**src/rtl/coriolis_fp_pkg.sv**
```systemverilog
`default_nettype none
// ============================================================================
//  Module   : coriolis_fp_pkg
//  Purpose  : Shared constants, types and helpers for the coriolis FloPoCo
//             floating-point datapath blocks.
//  Revision : 1.0  initial release
// ============================================================================
package coriolis_fp_pkg;

  // FloPoCo exception field: 00 zero, 01 normal, 10 infinity, 11 NaN
  localparam logic [1:0] FPC_EF_NORMAL = 2'b01;

  // Pipeline depth of the FPMult_8_23_8_23_8_23 instance in this kernel
  localparam int FPMUL_LAT = 3;

  // Operand width: 2-bit exception field followed by an IEEE single
  localparam int STREAMW_DEFAULT = 34;

  // Field view of a FloPoCo single-precision word
  typedef struct packed {
    logic [1:0]  exc;
    logic        sign;
    logic [7:0]  exp;
    logic [22:0] frac;
  } fpc_word_t;

  // Tag width able to name n requesters; never narrower than one bit
  function automatic int tag_width(input int n);
    return (n <= 2) ? 1 : $clog2(n);
  endfunction

endpackage : coriolis_fp_pkg
`default_nettype wire

```
**src/rtl/coriolis_rr_arbiter.sv**
```systemverilog
`default_nettype none
// ============================================================================
//  Module   : coriolis_rr_arbiter
//  Purpose  : Round-robin arbiter. Searches from the pointer upward (mod NREQ)
//             and grants the first active request; the pointer then moves
//             just past the winner. Holds everything when en is low.
//  Revision : 1.0  initial release
// ============================================================================
module coriolis_rr_arbiter
  import coriolis_fp_pkg::*;
#(
  parameter int NREQ = 2,
  parameter int TAGW = tag_width(NREQ)
) (
  input  logic            clk,
  input  logic            rst,
  input  logic [NREQ-1:0] req,
  input  logic            en,
  output logic [NREQ-1:0] grant,
  output logic [TAGW-1:0] grant_idx,
  output logic            any
);

  logic [TAGW-1:0] r_ptr;

  // Priority search starting at the pointer; with no winner the index
  // reports the pointer so the operand mux has a defined select.
  always_comb begin
    grant     = '0;
    grant_idx = r_ptr;
    any       = 1'b0;
    for (int k = 0; k < NREQ; k++) begin
      for (int i = 0; i < NREQ; i++) begin
        if (en && !any && req[i] && (i == ((int'(r_ptr) + k) % NREQ))) begin
          any       = 1'b1;
          grant[i]  = 1'b1;
          grant_idx = TAGW'(i);
        end
      end
    end
  end

  // Pointer advances to the requester after the winner; holds otherwise
  always_ff @(posedge clk or posedge rst) begin
    if (rst) begin
      r_ptr <= '0;
    end else if (any) begin
      r_ptr <= (grant_idx == TAGW'(NREQ - 1)) ? '0 : grant_idx + TAGW'(1);
    end
  end

endmodule : coriolis_rr_arbiter
`default_nettype wire

```
**src/rtl/coriolis_fpmul_share_ctrl.sv**
```systemverilog
`default_nettype none
// ============================================================================
//  Module   : coriolis_fpmul_share_ctrl
//  Purpose  : Shares one pipelined FloPoCo multiplier among NREQ streaming
//             requesters. Issues round-robin, tracks ownership in a shadow
//             pipeline matching the multiplier depth, routes results back
//             and freezes the multiplier when the head owner is not ready.
//  Revision : 1.0  initial release
// ============================================================================
module coriolis_fpmul_share_ctrl
  import coriolis_fp_pkg::*;
#(
  parameter int NREQ    = 2,
  parameter int STREAMW = STREAMW_DEFAULT,
  parameter int LAT     = FPMUL_LAT,
  parameter int TAGW    = tag_width(NREQ)
) (
  input  logic                    clk,
  input  logic                    rst,
  input  logic [NREQ-1:0]         req_valid,
  output logic [NREQ-1:0]         req_ready,
  input  logic [NREQ*STREAMW-1:0] req_x,
  input  logic [NREQ*STREAMW-1:0] req_y,
  output logic [NREQ-1:0]         resp_valid,
  input  logic [NREQ-1:0]         resp_ready,
  output logic [STREAMW-1:0]      resp_data,
  output logic [STREAMW-1:0]      mul_x,
  output logic [STREAMW-1:0]      mul_y,
  output logic                    mul_stall,
  input  logic [STREAMW-1:0]      mul_r,
  output logic                    busy,
  output logic [15:0]             issue_cnt
);

  // Shadow pipeline: one {valid, owner tag} per multiplier stage
  logic            r_v   [LAT];
  logic [TAGW-1:0] r_tag [LAT];
  logic [15:0]     r_issue_cnt;

  logic            w_head_v;
  logic [TAGW-1:0] w_head_tag;
  logic            w_head_rdy;
  logic            w_stall;
  logic            w_arb_en;
  logic [NREQ-1:0] w_grant;
  logic [TAGW-1:0] w_grant_idx;
  logic            w_grant_any;

  assign w_head_v   = r_v[LAT-1];
  assign w_head_tag = r_tag[LAT-1];

  // Ready of the requester that owns the head result
  always_comb begin
    w_head_rdy = 1'b0;
    for (int i = 0; i < NREQ; i++) begin
      if (w_head_tag == TAGW'(i)) begin
        w_head_rdy = resp_ready[i];
      end
    end
  end

  // Freeze the whole pipe when a valid head cannot be delivered. No issue
  // is allowed while reset is asserted so req_ready reads zero at once.
  assign w_stall  = w_head_v & ~w_head_rdy;
  assign w_arb_en = ~w_stall & ~rst;

  coriolis_rr_arbiter #(
    .NREQ (NREQ),
    .TAGW (TAGW)
  ) u_arb (
    .clk       (clk),
    .rst       (rst),
    .req       (req_valid),
    .en        (w_arb_en),
    .grant     (w_grant),
    .grant_idx (w_grant_idx),
    .any       (w_grant_any)
  );

  // Steer the selected requester's operands to the multiplier
  always_comb begin
    mul_x = req_x[STREAMW-1:0];
    mul_y = req_y[STREAMW-1:0];
    for (int i = 0; i < NREQ; i++) begin
      if (w_grant_idx == TAGW'(i)) begin
        mul_x = req_x[i*STREAMW +: STREAMW];
        mul_y = req_y[i*STREAMW +: STREAMW];
      end
    end
  end

  // Advance the shadow pipe in lockstep with the multiplier enable
  always_ff @(posedge clk or posedge rst) begin
    if (rst) begin
      for (int s = 0; s < LAT; s++) begin
        r_v[s]   <= 1'b0;
        r_tag[s] <= '0;
      end
    end else if (!w_stall) begin
      r_v[0]   <= w_grant_any;
      r_tag[0] <= w_grant_idx;
      for (int s = 1; s < LAT; s++) begin
        r_v[s]   <= r_v[s-1];
        r_tag[s] <= r_tag[s-1];
      end
    end
  end

  // Count accepted transfers, wrapping naturally at 16 bits
  always_ff @(posedge clk or posedge rst) begin
    if (rst) begin
      r_issue_cnt <= '0;
    end else if (w_grant_any) begin
      r_issue_cnt <= r_issue_cnt + 16'd1;
    end
  end

  // Decode the head owner into a one-hot result valid
  always_comb begin
    resp_valid = '0;
    for (int i = 0; i < NREQ; i++) begin
      resp_valid[i] = w_head_v && (w_head_tag == TAGW'(i));
    end
  end

  // Busy whenever any stage carries a live operation
  always_comb begin
    busy = 1'b0;
    for (int s = 0; s < LAT; s++) begin
      busy = busy | r_v[s];
    end
  end

  assign req_ready = w_grant;
  assign mul_stall = w_stall;
  assign resp_data = mul_r;
  assign issue_cnt = r_issue_cnt;

endmodule : coriolis_fpmul_share_ctrl
`default_nettype wire
```
**config.mk**
```make
export PLATFORM = sky130hd
export DESIGN_NAME = coriolis_fpmul_share_ctrl
export DESIGN_NICKNAME = d
export VERILOG_FILES = /design/src/rtl/coriolis_fp_pkg.sv /design/src/rtl/coriolis_rr_arbiter.sv /design/src/rtl/coriolis_fpmul_share_ctrl.sv
export SDC_FILE = /design/constraint.sdc
export NUM_CORES = 1
export LEC_CHECK = 0
export CORE_AREA = 2 2 116 118
export CTS_CLUSTER_SIZE = 25
export DETAILED_ROUTE_END_ITERATION = 10
export DIE_AREA = 0 0 118 120
export GPL_ROUTABILITY_DRIVEN = 0
export PLACE_DENSITY = 0.67
export SYNTH_ARGS = -nofsm -noshare
export SYNTH_HDL_FRONTEND = slang
export SYNTH_SLANG_ARGS = --single-unit
```
**constraint.sdc**
```tcl
create_clock -name clk -period 3.2 [get_ports clk]
set_input_delay 0.64 -clock clk [delete_from_list [all_inputs] [get_ports clk]]
set_output_delay 0.64 -clock clk [all_outputs]
set_load 0.05 [all_outputs]
```
==> flow_metrics.py <==
metrics = {
    "synth": {
        "synth.top_cell.area_share": 0.261,
        "synth_fa_ha_area_frac": 0.00567,
        "synth-warning-count": 0,
        "yosysSeqAreaShare": 0.261,
        "yosys.cell_types.count": 35,
        "postSynth.topFlopCell": "sky130_fd_sc_hd__dfrtp_1",
        "main_combinational_cell_family_by_area_after_synthesis": "multiplexers",
        "syn-mean-instance-area_um2": 10.3,
        "leading_area_contributor_after_synthesis": "sky130_fd_sc_hd__dfrtp_1",
        "post_synth_mux_area_share": 0.372,
        "ys_ff_latch": 23,
        "synth_enable_flop_cells": 0,
        "syn-num-nets": 391,
        "synth_simple_gate_area_share": 0.101,
        "synth_top_cells_by_count": "51 x sky130_fd_sc_hd__mux2_2, 35 x sky130_fd_sc_hd__buf_4, 23 x sky130_fd_sc_hd__dfrtp_1",
        "synth-async-reset-ratio": 1.00,
        "synth_xor_area_frac": 0.0595,
        "yosysMostFrequentCell": "sky130_fd_sc_hd__mux2_2",
        "netlist_top_cells_area": "sky130_fd_sc_hd__dfrtp_1 26%, sky130_fd_sc_hd__mux2_2 26%, sky130_fd_sc_hd__buf_4 12%",
        "synth_compound_gate_area_share": 0.0493,
        "synth.cell_area_um2": 2210,
        "syn_inst": 214,
    },
    "worst_setup_path": {
        "worst-endpoint-required_ns": 2.56,
        "timing.critical_path.fanout_max": 14,
        "crit_type": "in2out",
        "timing.rr.end": "issue_cnt[8]",
        "worst_r2r_startpoint": "w_head_tag",
        "ff2ff_path_depth": 6,
        "timing.critical_path.from_type": "input port",
        "worst_ep_arrival_time_ns": 2.52,
        "setup.worst_path.end_class": "primary output",
        "rrSetupSlack_ns": 1.13,
    },
    "sta": {
        "finalCriticalPeriod_ns": 3.16,
        "whs_ns": 0.474,
        "timing_hold_violations_final": 0,
        "timing.slew.headroom": 0.580,
        "layout_worst_path_cycle_share": 0.986,
        "worst_slew_pin_slew_ns": 0.629,
        "finalClockSkew_ns": 0.00154,
        "max_freq_mhz": 317,
        "postLayoutSetupSlackWorst_ns": 0.0445,
        "setup_repair_after_global_routing_missed_its_margin": "true",
        "setup_viol": 0,
        "totalNegativeSetupSlack_ns": 0,
        "final_max_slew_viol_count": 0,
    },
    "drt": {
        "totalWireLength_um": 11900,
        "route.antenna.remaining_nets": 0,
        "firstDrtPassIters": 4,
        "initialDrtViolationCount": 42,
        "detail_route.drc_violations": 0,
        "wire_per_inst_um": 19.7,
        "vias_per_std_cell": 4.12,
        "num_vias": 2493,
    },
    "finish": {
        "final-instance-count-excl-fill": 605,
        "fillers": 1317,
        "multi_input_area_um2": 1380,
        "design_area_um2": 4900,
        "num-nets-final": 607,
        "layout.core_utilization": 0.377,
        "ff_latch_area_um2": 576,
        "area_delta_synth_final_pct": 122,
        "number_of_antenna_cells_inserted": 0,
        "layout_cell_share_with_drive_strength_beyond_1": 0.408,
    },
    "place": {
        "place.detailed.instances": 596,
        "placement.io_buffers": 231,
        "pre_cts_slack_ns": -0.196,
        "post_dp_cell_area_um2": 4500,
        "place.detailed.hpwl_um": 10300,
    },
    "min_path": {
        "worst_min_path_start": "issue_cnt[15]",
        "min_delay_path_depth": 1,
        "worst_hold_path_type": "reg2reg",
        "worstHoldEndpoint": "issue_cnt[15]",
    },
    "power_and_ir_drop": {
        "vdd_drop_max_mv": 0.543,
        "areal_power_density_over_the_cells_nw_per_um2": 795,
        "leakage_nw": 2.00,
        "total_power_consumption_mw": 3.89,
    },
    "global_route": {
        "grt_antenna_before_repair": 0,
        "met1_usage": 0.188,
        "globalRoute.totalOverflow": 0,
        "grt_pass1_wl_um": 16800,
        "grt_usage": 0.156,
        "grt.met2_usage": 0.255,
        "maximum_number_of_pins_on_one_net_before_global_route_repair": 24,
        "grt_pass1_vias": 2689,
        "met3_usage": 0.0827,
        "busiest_layer": "met2",
    },
    "clock_tree": {
        "clockRootBuffer": "sky130_fd_sc_hd__clkbuf_16",
        "insertion_delay_ns": 0.25,
        "htree_levels": 1,
        "cts_made_buffers": 3,
        "cts.sinks": 23,
        "cts_tree": "done",
        "clock_transition_at_the_register_clock_pins_on_the_worst_setup_and_hold_paths_after_cts_ns": 0.06,
        "clk_path_buf_depth": 2,
    },
    "die": {
        "die_width_um": 118,
        "floorplan.die.height_um": 120,
        "floorplan.initialDensity": 0.170,
        "die_area_um2": 14200,
        "num_rows": 42,
        "design.portCount": 300,
        "core-area_um2": 13000,
    },
    "run": {
        "cap_viol_max_count": 0,
    },
    "status": {
        "status": "completed",
    },
}
layout make-up:
cell class,count,area share
clock buffer,3,0.0153
clock inverter,1,0.00102
inverter,4,0.00306
multi-input combinational,143,0.281
sequential,23,0.117
tap,176,0.0449
timing repair buffer,255,0.537
logic make-up after synthesis:
kind of cell	after synthesis
flops	23
buf+inv	48
simple gates	40
xor+xnor	15
compound gates	15
fa+ha+maj	1
mux	72
registers in the layout, summed over array words and instances (netlist names):
signal,cells
issue_cnt,16
r_tag,2
r_v,2
u_arb.r_ptr,1
w_head_tag,1
w_head_v,1
metal layers:
metal	wire, um	vias up
met5	0	-
met4	50	0
met3	1440	6
met2	5740	129
met1	4710	1203
li1	-	1155
critical path, cell delays in order:
cell,delay [ns]
sky130_fd_sc_hd__clkdlybuf4s15_1,0.20
sky130_fd_sc_hd__or4b_4,0.56
sky130_fd_sc_hd__o2111ai_4,0.09
sky130_fd_sc_hd__a311oi_4,0.06
sky130_fd_sc_hd__buf_4,0.16
sky130_fd_sc_hd__buf_12,0.14
sky130_fd_sc_hd__buf_12,0.15
sky130_fd_sc_hd__mux2_1,0.33
sky130_fd_sc_hd__buf_6,0.16
power by group:
group	total [mW]	internal [mW]	switching, mW
clock	0.269	0.168	0.101
sequential	0.473	0.372	0.101
combinational	3.15	1.36	1.79
worst max path at each step:
stage	from	endpoint	cells after the start
after floorplan	req_valid[0]	mul_y[13]	7
after global placement	req_valid[0]	mul_y[13]	8
after detailed placement	rst	mul_y[20]	8
after CTS	req_valid[1]	mul_x[2]	10
after global routing	req_valid[1]	mul_y[21]	10
final	rst	mul_y[18]	9
placed cells by master, fill, tap and decap left out, types with 2 or more instances in the layout:
cell / instances
sky130_fd_sc_hd__xnor2_1: 13
sky130_fd_sc_hd__dlygate4sd2_1: 3
sky130_fd_sc_hd__buf_8: 3
sky130_fd_sc_hd__a21oi_1: 7
sky130_fd_sc_hd__nand4_1: 5
sky130_fd_sc_hd__nand2b_1: 3
sky130_fd_sc_hd__mux2_2: 59
sky130_fd_sc_hd__xor2_1: 2
sky130_fd_sc_hd__buf_6: 42
sky130_fd_sc_hd__clkbuf_16: 3
sky130_fd_sc_hd__mux2_4: 9
sky130_fd_sc_hd__inv_1: 4
sky130_fd_sc_hd__buf_12: 8
sky130_fd_sc_hd__and2_1: 2
sky130_fd_sc_hd__buf_4: 40
sky130_fd_sc_hd__clkdlybuf4s50_1: 155
sky130_fd_sc_hd__nor2_1: 5
sky130_fd_sc_hd__a211oi_1: 2
sky130_fd_sc_hd__dfrtp_1: 23
sky130_fd_sc_hd__nand2_1: 8
sky130_fd_sc_hd__nand3_1: 7
sky130_fd_sc_hd__buf_16: 2
sky130_fd_sc_hd__and4_1: 2
sky130_fd_sc_hd__mux2_1: 3
what timing repair did:
action                     4_1_cts  5_1_grt
pin swaps                        3        1
setup endpoints to repair       65       57
buffers inserted                 2        1
hold buffers                     0        0
cloned                           2        0
gates resized for setup         60       24
Note: power is estimated with default switching activity, not from simulation.
